`src/rtl/alu_seq_controller.sv`:
```
// Moore sequencer driving the regfile/ALU datapath one multi-cycle
// command at a time; all control outputs are registered.
module alu_seq_controller #(
    parameter int RW = 3
) (
    input  logic          clk,
    input  logic          reset,
    input  logic          start,
    input  logic [2:0]    op,
    input  logic [RW-1:0] rn,
    input  logic [RW-1:0] rm,
    input  logic [RW-1:0] rd,
    output logic          busy,
    output logic          done,
    output logic          err,
    output logic [RW-1:0] readnum,
    output logic [RW-1:0] writenum,
    output logic          write,
    output logic          loada,
    output logic          loadb,
    output logic          asel,
    output logic          bsel,
    output logic [1:0]    ALUop,
    output logic          loadc,
    output logic          loads,
    output logic          vsel
);

    typedef enum logic [2:0] {
        IDLE, LDA, LDB, EXEC, WB, DONE
    } state_t;

    localparam logic [2:0] OP_MOVI = 3'd0;
    localparam logic [2:0] OP_ADD  = 3'd1;
    localparam logic [2:0] OP_SUB  = 3'd2;
    localparam logic [2:0] OP_AND  = 3'd3;
    localparam logic [2:0] OP_MVN  = 3'd4;
    localparam logic [2:0] OP_CMP  = 3'd5;
    localparam logic [2:0] OP_MOVR = 3'd6;
    localparam logic [2:0] OP_BAD  = 3'd7;

    state_t        st, nst;
    logic [2:0]    cop, nop;
    logic [RW-1:0] crn, nrn, crm, nrm, crd, nrd;

    logic          n_busy, n_done, n_err;
    logic [RW-1:0] n_readnum, n_writenum;
    logic          n_write, n_loada, n_loadb;
    logic          n_asel, n_bsel, n_loadc, n_loads, n_vsel;
    logic [1:0]    n_aluop;

    always_comb begin
        nst = IDLE;
        nop = cop;
        nrn = crn;
        nrm = crm;
        nrd = crd;
        case (st)
            IDLE: begin
                if (start) begin
                    nop = op;
                    nrn = rn;
                    nrm = rm;
                    nrd = rd;
                    case (op)
                        OP_MOVI:                        nst = WB;
                        OP_ADD, OP_SUB, OP_AND, OP_CMP: nst = LDA;
                        OP_MVN, OP_MOVR:                nst = LDB;
                        default:                        nst = DONE;
                    endcase
                end
            end
            LDA:     nst = LDB;
            LDB:     nst = EXEC;
            EXEC:    nst = (cop == OP_CMP) ? DONE : WB;
            WB:      nst = DONE;
            default: nst = IDLE;
        endcase
    end

    // Outputs are decoded from the state being entered so they line up
    // with that state once registered.
    always_comb begin
        n_busy     = (nst != IDLE);
        n_done     = 1'b0;
        n_err      = 1'b0;
        n_readnum  = '0;
        n_writenum = '0;
        n_write    = 1'b0;
        n_loada    = 1'b0;
        n_loadb    = 1'b0;
        n_asel     = 1'b0;
        n_bsel     = 1'b0;
        n_aluop    = 2'b00;
        n_loadc    = 1'b0;
        n_loads    = 1'b0;
        n_vsel     = 1'b0;
        case (nst)
            LDA: begin
                n_readnum = nrn;
                n_loada   = 1'b1;
            end
            LDB: begin
                n_readnum = nrm;
                n_loadb   = 1'b1;
            end
            EXEC: begin
                n_loadc = (nop != OP_CMP);
                n_loads = (nop != OP_MOVR);
                n_asel  = (nop == OP_MVN) || (nop == OP_MOVR);
                case (nop)
                    OP_SUB, OP_CMP: n_aluop = 2'b01;
                    OP_AND:         n_aluop = 2'b10;
                    OP_MVN:         n_aluop = 2'b11;
                    default:        n_aluop = 2'b00;
                endcase
            end
            WB: begin
                n_writenum = nrd;
                n_write    = 1'b1;
                n_vsel     = (nop == OP_MOVI);
            end
            DONE: begin
                n_done = 1'b1;
                n_err  = (nop == OP_BAD);
            end
            default: ;
        endcase
    end

    always_ff @(posedge clk) begin
        if (reset) begin
            st       <= IDLE;
            cop      <= '0;
            crn      <= '0;
            crm      <= '0;
            crd      <= '0;
            busy     <= 1'b0;
            done     <= 1'b0;
            err      <= 1'b0;
            readnum  <= '0;
            writenum <= '0;
            write    <= 1'b0;
            loada    <= 1'b0;
            loadb    <= 1'b0;
            asel     <= 1'b0;
            bsel     <= 1'b0;
            ALUop    <= 2'b00;
            loadc    <= 1'b0;
            loads    <= 1'b0;
            vsel     <= 1'b0;
        end else begin
            st       <= nst;
            cop      <= nop;
            crn      <= nrn;
            crm      <= nrm;
            crd      <= nrd;
            busy     <= n_busy;
            done     <= n_done;
            err      <= n_err;
            readnum  <= n_readnum;
            writenum <= n_writenum;
            write    <= n_write;
            loada    <= n_loada;
            loadb    <= n_loadb;
            asel     <= n_asel;
            bsel     <= n_bsel;
            ALUop    <= n_aluop;
            loadc    <= n_loadc;
            loads    <= n_loads;
            vsel     <= n_vsel;
        end
    end

endmodule

```
`config.mk`:
```
export PLATFORM = sky130hd
export DESIGN_NAME = alu_seq_controller
export DESIGN_NICKNAME = d
export VERILOG_FILES = /design/src/rtl/alu_seq_controller.sv
export SDC_FILE = /design/constraint.sdc
export NUM_CORES = 1
export LEC_CHECK = 0
export ABC_AREA = 0
export ABC_CLOCK_PERIOD_IN_PS = 1900
export CAP_MARGIN = 20
export CORE_ASPECT_RATIO = 1.4
export CORE_UTILIZATION = 28
export CTS_CLUSTER_DIAMETER = 30
export DETAILED_ROUTE_END_ITERATION = 6
export PLACE_DENSITY = 0.55
export SLEW_MARGIN = 5
export SYNTH_ARGS = -nofsm -noshare
export SYNTH_HDL_FRONTEND = slang
export SYNTH_SLANG_ARGS = --single-unit
```
`constraint.sdc`:
```
create_clock -name clk -period 1.9 [get_ports clk]
set_clock_uncertainty 0.15 [all_clocks]
set_input_delay 0.38 -clock clk [delete_from_list [all_inputs] [get_ports clk]]
set_output_delay 0.38 -clock clk [all_outputs]
set_load 0.01 [all_outputs]
```
## Word level (Yosys, flattened, before mapping)

Index checks and enable logic that the tools add are counted.

| storage, ports and cells | value |
|---|---|
| input bits | 15 |
| bits in registers | 33 |
| logic and storage cells | 74 |
| output and inout bits | 19 |

| cells by class | value |
|---|---|
| equality and inequality tests | 24 |
| bitwise logic cells | 3 |
| reduce and logical (&&, ||, !) cells | 11 |
| multiplexer cells | 18 |

Operator list:

| kind | count |
|---|---|
| $eq 3x3->1 const B | 11 |
| $mux 3 | 9 |
| $eq 3x2->1 const B | 8 |
| $pmux 3 s5 | 1 |
| $reduce_or 2->1 | 5 |
| $eq 3x1->1 const B | 3 |
| $logic_not 3->1 | 3 |
| $pmux 3 s3 | 1 |
| $ne 3x3->1 const B | 2 |
| $pmux 2 s3 | 1 |
| $pmux 3 s2 | 1 |
| $mux 1 | 5 |
| $reduce_or 4->1 | 1 |
| $not 1->1 | 3 |
| $reduce_bool 3->1 | 1 |
| $logic_or 1x1->1 | 1 |

## Logic depth before layout (Yosys ltp)

Gate-level depths: netlist (run 1).

| depth | value |
|---|---|
| depth in word-level cells | 8 |
| gate-level depth with buffers | 7 |
| mapped depth without buffers | 4 |

## Least setup slack after synthesis (run 1)

No wires, ideal clock.

| timing path | value |
|---|---|
| path type | register -> register |
| start | register st[2] |
| end | register readnum[1] |
| arrival time | 1.532 ns |
| slack | 0.098 ns |
| required time | 1.629 ns |
| stages on the path, launching flop included | 8 |
| clock period less this slack | 1.802 ns |
| path buffers | 3 |
| setup time | 0.121 ns |
| cells stage by stage | dfxtp_1 buf_6 nor4b_4 buf_6 buf_6 mux2i_1 nor2_1 mux2_2 |

| between the ends | value |
|---|---|
| longest elaborated chain between the ends | 4 |
| elaborated cells on any way between the ends | 11 |
| those cells by class | eq/ne: 6; mux: 4; reduce/logical: 1 |

Ends and longest elaborated chain:

| what | RTL line | text |
|---|---|---|
| from (decl) | 42 | `state_t st, nst;` |
| from (signal assigned) | 153 | `st <= nst;` |
| $eq 3x3->1 (tied with other cells) | 58 | `case (st)` |
| $pmux 3 s5 | 58 |  |
| $eq 3x2->1 / $eq 3x1->1 (equally long branches) | 98 | `case (nst)` |
| $pmux 3 s2 (*) | 98 |  |
| to (signal assigned) | 161 | `readnum <= n_readnum;` |
| to (decl) | 16 | `output logic [RW-1:0] readnum,` |

Mark *: on every way between the ends. The rest lies on a longest branch, timed or not.
A chain may end at the register's enable or synchronous reset.

## Worst setup path after layout (run 1)

| timing path | value |
|---|---|
| start | register st[1] |
| end | register ALUop[0] |

| between the ends | value |
|---|---|
| longest elaborated chain between the ends | 5 |
| elaborated cells on any way between the ends | 16 |
| those cells by class | eq/ne: 9; mux: 3; bitwise: 1; reduce/logical: 3 |

Ends and longest elaborated chain:

| what | RTL line | text |
|---|---|---|
| $eq 3x3->1 (tied with other cells) | 58 |  |
| $pmux 3 s5 / $mux 3 (equally long branches) | 58 |  |
| $eq 3x2->1 (tied with other cells) | 98 |  |
| $not 1->1 (no source line) / $reduce_or 2->1 (equally long branches) | - |  |
| $reduce_or 2->1 (no source line) / $pmux 2 s3 (equally long branches) | - |  |
| to (signal assigned) | 168 | `ALUop <= n_aluop;` |
| to (decl) | 23 | `output logic [1:0] ALUop,` |

Parallel ways exist; a longest one is shown, timed or not.

==> flow_metrics.py, run 1 <==
metrics = {
    "clocking": {
        "numCtsBuffers": 5,
        "clk_latency_ns": 0.28,
        "cts_buffer_depth": 2,
        "cts_tree": "built",
        "cts_hold_buf": 0,
        "clk_pin_slew_worst_paths_ns": 0.06,
        "htreeDepth": 2,
        "cts_root_buf": "clkbuf_8",
        "clock_sinks": 33,
    },
    "die": {
        "core_area_sq_um": 4842,
        "io_pins": 34,
        "dieArea_sq_um": 5333,
        "die_x_um": 62.01,
        "rows": 30,
        "floorplan.initialDensity_pct": 29.15,
        "die_h_um": 86.01,
    },
    "drt": {
        "num_vias": 1178,
        "wire_per_inst_um": 12.99,
        "wirelength_um": 3416,
        "drc": 0,
        "routed_via_density": 4.479,
        "ant_nets": 0,
        "drtIter0Drc": 52,
        "firstDrtPassIters": 3,
    },
    "worst_setup_path": {
        "crit_chain": "nor4b_4 -> buf_4 -> buf_12 -> mux2i_4 -> o221ai_2 -> and3_1",
        "cp-end-kind": "flip-flop",
        "cp.arrival_ns": 1.83,
        "critical-path-top-delay-family": "simple AND/OR/NAND/NOR gates",
        "slowest_stage": "dfxtp_1",
        "worst_path_largest_cell_delay_ns": 0.38,
        "start_kind": "flip-flop",
        "cp_max_fo": 7,
        "required_ns": 1.92,
        "path_buf_inv": 2,
        "criticalPathCategory": "reg2reg",
    },
    "pwr": {
        "total_power_mw": 1.871,
        "leakage_nw": 0.8500,
        "vdd_ir_drop_max_uv": 324.5,
        "power.density_nw_per_um2": 863.9,
    },
    "logic_synthesis": {
        "synth_nets": 156,
        "yosys-top-cells-area": "dfxtp_1 47%, mux2i_1 9.9%, nor2_1 5.9%",
        "synth_edf_count": 0,
        "syn_area_per_cell_sq_um": 10.01,
        "yosys.area.top_type": "dfxtp_1",
        "synth_top_cell_area_share_pct": 46.81,
        "syn-instance-count": 141,
        "ys_types": 41,
        "synth.cell_area_sq_um": 1411,
        "synth_seq_cells": 33,
        "synth_ff_type": "dfxtp_1",
        "yosysSeqAreaShare_pct": 46.81,
        "synthArstFlopShare_pct": 0,
        "ys_warn_count": 0,
    },
    "hold_path": {
        "hold_path_class": "reg2reg",
    },
    "final_layout": {
        "area_delta_synth_final_pct": 53.46,
        "multiInputGateArea_sq_um": 750.7,
        "n_antenna_cell": 0,
        "area.sequential_sq_um": 660.6,
        "drive_gt1_share_pct": 29.65,
        "fillers": 452,
        "nNetsFinal": 215,
    },
    "grt": {
        "grt_pass1_wl_um": 5540,
        "grt_max_degree": 23,
        "busiest_layer": "met2",
        "grt-ovfl-total": 0,
        "use_met3_pct": 4.676,
        "grt_pass1_vias": 1198,
        "grt_use_met2_pct": 23.21,
        "grt_use_met1_pct": 16.01,
        "antenna_found_initial": 0,
        "grt_use_total_pct": 14.42,
    },
    "timing": {
        "hold_viol": 0,
        "setup_viol": 0,
        "whs_ns": 0.3416,
        "fin_crit_ns": 1.805,
        "rsz0062_at_grt": "false",
        "max_freq_mhz": 553.9,
        "slew_viol_final": 0,
        "fin_crit_sh_pct": 95.01,
    },
    "placement": {
        "port_buffers": 32,
        "place_hpwl_um": 2484,
        "gp_congestion": 0.8441,
    },
    "outcome": {
        "status": "completed",
    },
    "flow_run": {
        "drv_cap": 0,
    },
}
per-stage QoR:
| step | cell area, sq um | worst slack (ns) | util [%] | std cells | TNS [ns] |
|---|---|---|---|---|---|
| 2_1_floorplan | 1411 | 0.09757 | - | 141 | 0 |
| 3_3_place_gp | 1947 | -0.3397 | 40.21 | 254 | -5.192 |
| 3_5_place_dp | 1947 | -0.3884 | 40.21 | 254 | -6.202 |
| 4_1_cts | 2143 | 0.1182 | 44.26 | 263 | 0 |
| 5_1_grt | 2166 | 0.01801 | 44.73 | 263 | 0 |
| 6_report | 2166 | 0.09474 | 44.73 | 263 | 0 |
cells by family (layout without fill, tap and decap cells):
logic type | Yosys count | in the layout | synth area share [%]
AND/OR/NAND/NOR | 59 | 59 | 23.23
flip-flops | 33 | 33 | 46.81
multiplexers | 19 | 19 | 14.09
AO/OA/AOI/OAI | 15 | 15 | 8.600
buffers and inverters | 14 | 72 | 7.003
other | 1 | 1 | 0.2657
repair_timing:
item | CTS | global route
pin swaps | 1 | 0
endpoints found under the setup margin | 9 | 3
cloned | 1 | 0
gates resized for setup | 17 | 4
setup buffers | 2 | 0
registers in the layout, indices dropped and copies added (netlist names):
register	flops
ALUop	2
asel	1
busy	1
cop	3
crd	3
crm	3
crn	3
done	1
err	1
loada	1
loadb	1
loadc	1
loads	1
readnum	3
st	3
vsel	1
write	1
writenum	3
path summary, 6_finish.rpt:
kind         cells past startpoint  startpoint       end  slack (ns)
max                              6       st[1]  ALUop[0]        0.09
min                              2      crd[0]    crd[0]        0.34
max reg2reg                      6       st[1]  ALUop[0]        0.09
min reg2reg                      2      crd[0]    crd[0]        0.34
power breakdown:
group / switching, mW / internal (mW)
combinational: 0.264 / 0.352
sequential: 0.0387 / 0.752
clock: 0.224 / 0.240
final cells by class:
| class | count | share of cell area [%] |
|---|---|---|
| inverter | 3 | 0.5199 |
| multi-input combinational | 94 | 34.66 |
| clock buffer | 5 | 3.177 |
| sequential | 33 | 30.50 |
| timing repair buffer | 63 | 27.21 |
| clock inverter | 1 | 0.2311 |
| tap | 64 | 3.697 |
synthesized netlist by cell type (2+ instances only):
| master | count |
|---|---|
| nand2b_1 | 5 |
| nor4_1 | 4 |
| nor3_1 | 6 |
| mux2i_1 | 14 |
| nand3b_1 | 3 |
| inv_1 | 3 |
| mux2_2 | 4 |
| dfxtp_1 | 33 |
| nor2b_1 | 4 |
| buf_4 | 4 |
| nor2_1 | 22 |
| nand2_1 | 6 |
| clkbuf_1 | 2 |
| buf_6 | 4 |
metal layers:
layer | up-vias | share of wire, %
met4 | 0 | 2.8
met3 | 8 | 4.1
li1 | 600 | -
met2 | 23 | 53
met1 | 547 | 40
met5 | - | 0
worst register-to-register path, delay by kind of cell (launching register included):
family	cells	cell delay, ns
simple gates	2	0.45
flops	1	0.38
mux	1	0.28
buf+inv	2	0.32
compound gates	1	0.13
cell usage in the layout (no fill, tap or decap), types with 4 or more instances in the layout:
master | netlist | final
dfxtp_1 | 33 | 33
clkdlybuf4s50_1 | 0 | 28
buf_4 | 4 | 28
nor2_1 | 22 | 22
mux2i_1 | 14 | 8
nand2_1 | 6 | 6
nor3_1 | 6 | 6
mux2i_4 | 0 | 6
nand2b_1 | 5 | 5
clkbuf_8 | 0 | 5
nor4_2 | 1 | 4
nor2b_1 | 4 | 4
mux2_2 | 4 | 4
dlygate4sd2_1 | 0 | 4
(Power assumes the default switching activity.)
==> run 2: changes to the inputs <==
--- a/config.mk
+++ b/config.mk
@@ -9,6 +9,7 @@
 export ABC_CLOCK_PERIOD_IN_PS = 1900
 export CAP_MARGIN = 20
 export CORE_ASPECT_RATIO = 1.4
+export CORE_MARGIN = 10
 export CORE_UTILIZATION = 28
 export CTS_CLUSTER_DIAMETER = 30
 export DETAILED_ROUTE_END_ITERATION = 6
==> flow_metrics.py, run 2 (synthesized netlist as in run 1, its figures left out) <==
metrics = {
    "outcome": {
        "status": "completed",
    },
    "worst_setup_path": {
        "path_buf_inv": 2,
        "start_kind": "input pin",
        "worstReg2RegStart": "st[2]",
        "reg2regPathDepth": 5,
        "worst_path_largest_cell_delay_ns": 0.46,
        "required_ns": 1.94,
        "slowest_stage": "clkdlybuf4s50_1",
        "cp_max_fo": 8,
        "critical-path-top-delay-family": "simple AND/OR/NAND/NOR gates",
        "cp-end-kind": "flip-flop",
        "criticalPathCategory": "in2reg",
        "cp.arrival_ns": 1.85,
        "crit_chain": "clkdlybuf4s50_1 -> or3_1 -> nand2_2 -> a31oi_1 -> buf_4 -> nor4_4",
        "r2r_setup_slack_ns": 0.12,
        "r2r-end": "vsel",
    },
    "die": {
        "dieArea_sq_um": 8321,
        "floorplan.initialDensity_pct": 28.92,
        "die_h_um": 104.0,
        "core_area_sq_um": 4880,
        "rows": 30,
        "die_x_um": 80.01,
        "io_pins": 34,
    },
    "clocking": {
        "cts_tree": "built",
        "cts_buffer_depth": 2,
        "numCtsBuffers": 5,
        "cts_hold_buf": 0,
        "clk_pin_slew_worst_paths_ns": 0.07,
        "cts_root_buf": "clkbuf_8",
        "htreeDepth": 2,
        "clock_sinks": 33,
        "clk_latency_ns": 0.28,
    },
    "drt": {
        "drc": 0,
        "met1_length_um": 1364,
        "dr_wl_met2_um": 2088,
        "wl_met3_um": 198,
        "num_vias": 1212,
        "wirelength_um": 3795,
        "ant_nets": 0,
        "firstDrtPassIters": 4,
        "drtIter0Drc": 72,
        "wire_per_inst_um": 14.43,
        "routed_via_density": 4.608,
        "top_layer_used": "met4",
    },
    "timing": {
        "rsz0062_at_grt": "false",
        "slew_viol_final": 0,
        "max_freq_mhz": 552.0,
        "hold_viol": 0,
        "timing.final.ws_setup_ns": 0.08838,
        "setup_viol": 0,
        "fin_crit_ns": 1.812,
        "fin_crit_sh_pct": 95.35,
    },
    "final_layout": {
        "fillers": 500,
        "nNetsFinal": 213,
        "mostFrequentLayoutCells": "32 x dfxtp_1, 29 x clkdlybuf4s50_1, 27 x buf_4",
        "drive_gt1_share_pct": 29.15,
        "area_delta_synth_final_pct": 51.77,
        "post-route-util_pct": 43.90,
        "final_common_cell": "dfxtp_1",
        "n_antenna_cell": 0,
    },
    "hold_path": {
        "hold_end": "crn[0]",
        "min_from": "crn[0]",
        "hold_path_class": "reg2reg",
        "worstHoldPathCells": 2,
    },
    "flow_run": {
        "drv_cap": 0,
    },
    "pwr": {
        "vdd_ir_drop_max_uv": 479.6,
        "power.density_nw_per_um2": 945.5,
        "p_seq_share_pct": 38.9,
        "switching_power_mw": 0.5474,
        "total_power_mw": 2.025,
        "p_int_mw": 1.478,
        "swShare_pct": 27.03,
        "p_comb_share_pct": 27.9,
        "leakage_nw": 0.8715,
        "clkPwrFrac_pct": 33.2,
    },
    "placement": {
        "place_hpwl_um": 2739,
        "port_buffers": 32,
        "gp_congestion": 0.8898,
        "pre_cts_slack_ns": -0.3477,
    },
    "grt": {
        "grt-ovfl-total": 0,
        "antenna_found_initial": 0,
        "grt_pass1_wl_um": 6299,
        "grt_use_total_pct": 9.607,
        "grt_pass1_vias": 1274,
        "grt_max_degree": 23,
    },
}
## run 2: cell count changes in the layout (fill, tap and decap cells not counted), sizes merged
cell	previous run	this run
buf	30	29
bufbuf	1	0
bufinv	0	1
clkbuf	5	7
clkdlybuf4s50	28	29
clkinv	1	0
dlygate4sd2	4	0
dlymetal6s2s	0	3
## run 2: metrics by stage
| stage | instance area (sq um) | std cells | hold slack (ns) | TNS (ns) |
|---|---|---|---|---|
| floorplan | 1411 | 141 | 0.3052 | 0 |
| global placement | 1904 | 250 | 0.3185 | -5.112 |
| detailed placement | 1904 | 250 | 0.3344 | -5.857 |
| CTS | 2063 | 260 | 0.3511 | -0.05294 |
| global route | 2142 | 263 | 0.3860 | 0 |
| finish | 2142 | 263 | 0.3424 | 0 |
## run 2: worst max-delay path by stage
stage	cells past startpoint	slack [ns]	startpoint	to
floorplan	7	0.1	st[2]	readnum[1]
global placement	6	-0.34	op[2]	readnum[0]
detailed placement	6	-0.35	start	readnum[0]
CTS	7	-0.02	op[1]	writenum[2]
global route	6	0.006	cop[2]	loadc
finish	6	0.09	op[0]	writenum[0]
## run 2: what timing repair did
| item | 4_1_cts | 5_1_grt |
|---|---|---|
| setup endpoints to repair | 10 | 16 |
| pin swaps | 0 | 1 |
| setup buffers | 2 | 2 |
| gates resized for setup | 5 | 15 |
| gates cloned | 0 | 1 |
## run 2: layout make-up
class | count | area, sq um | share of cell area, %
Multi-Input combinational cell | 94 | 719.4 | 33.59
Timing Repair Buffer | 61 | 553.0 | 25.82
Clock inverter | 1 | 30.03 | 1.402
Sequential cell | 33 | 661.9 | 30.90
Inverter | 3 | 11.26 | 0.5257
Clock buffer | 7 | 86.33 | 4.030
Tap cell | 64 | 80.08 | 3.738
## run 2: power groups by stage
stage	registers, mW	logic (mW)	clock network [mW]
after floorplan	0.804	0.285	0
after global placement	0.800	0.486	0
after detailed placement	0.803	0.496	0
after CTS	0.788	0.529	0.687
after global routing	0.796	0.617	0.717
final	0.788	0.564	0.673
## run 2: worst reg2reg max path, delay by kind of cell (launching register included)
kind / cells / cell delay (ns)
flops: 1 / 0.34
buf+inv: 1 / 0.17
mux: 1 / 0.25
simple gates: 3 / 0.78
## run 2: metal layers
metal  GRT usage (%)  vias up
met5               0        -
met4           6.061        0
met3           2.422       11
met2           16.49       27
met1           9.874      576
li1                -      598
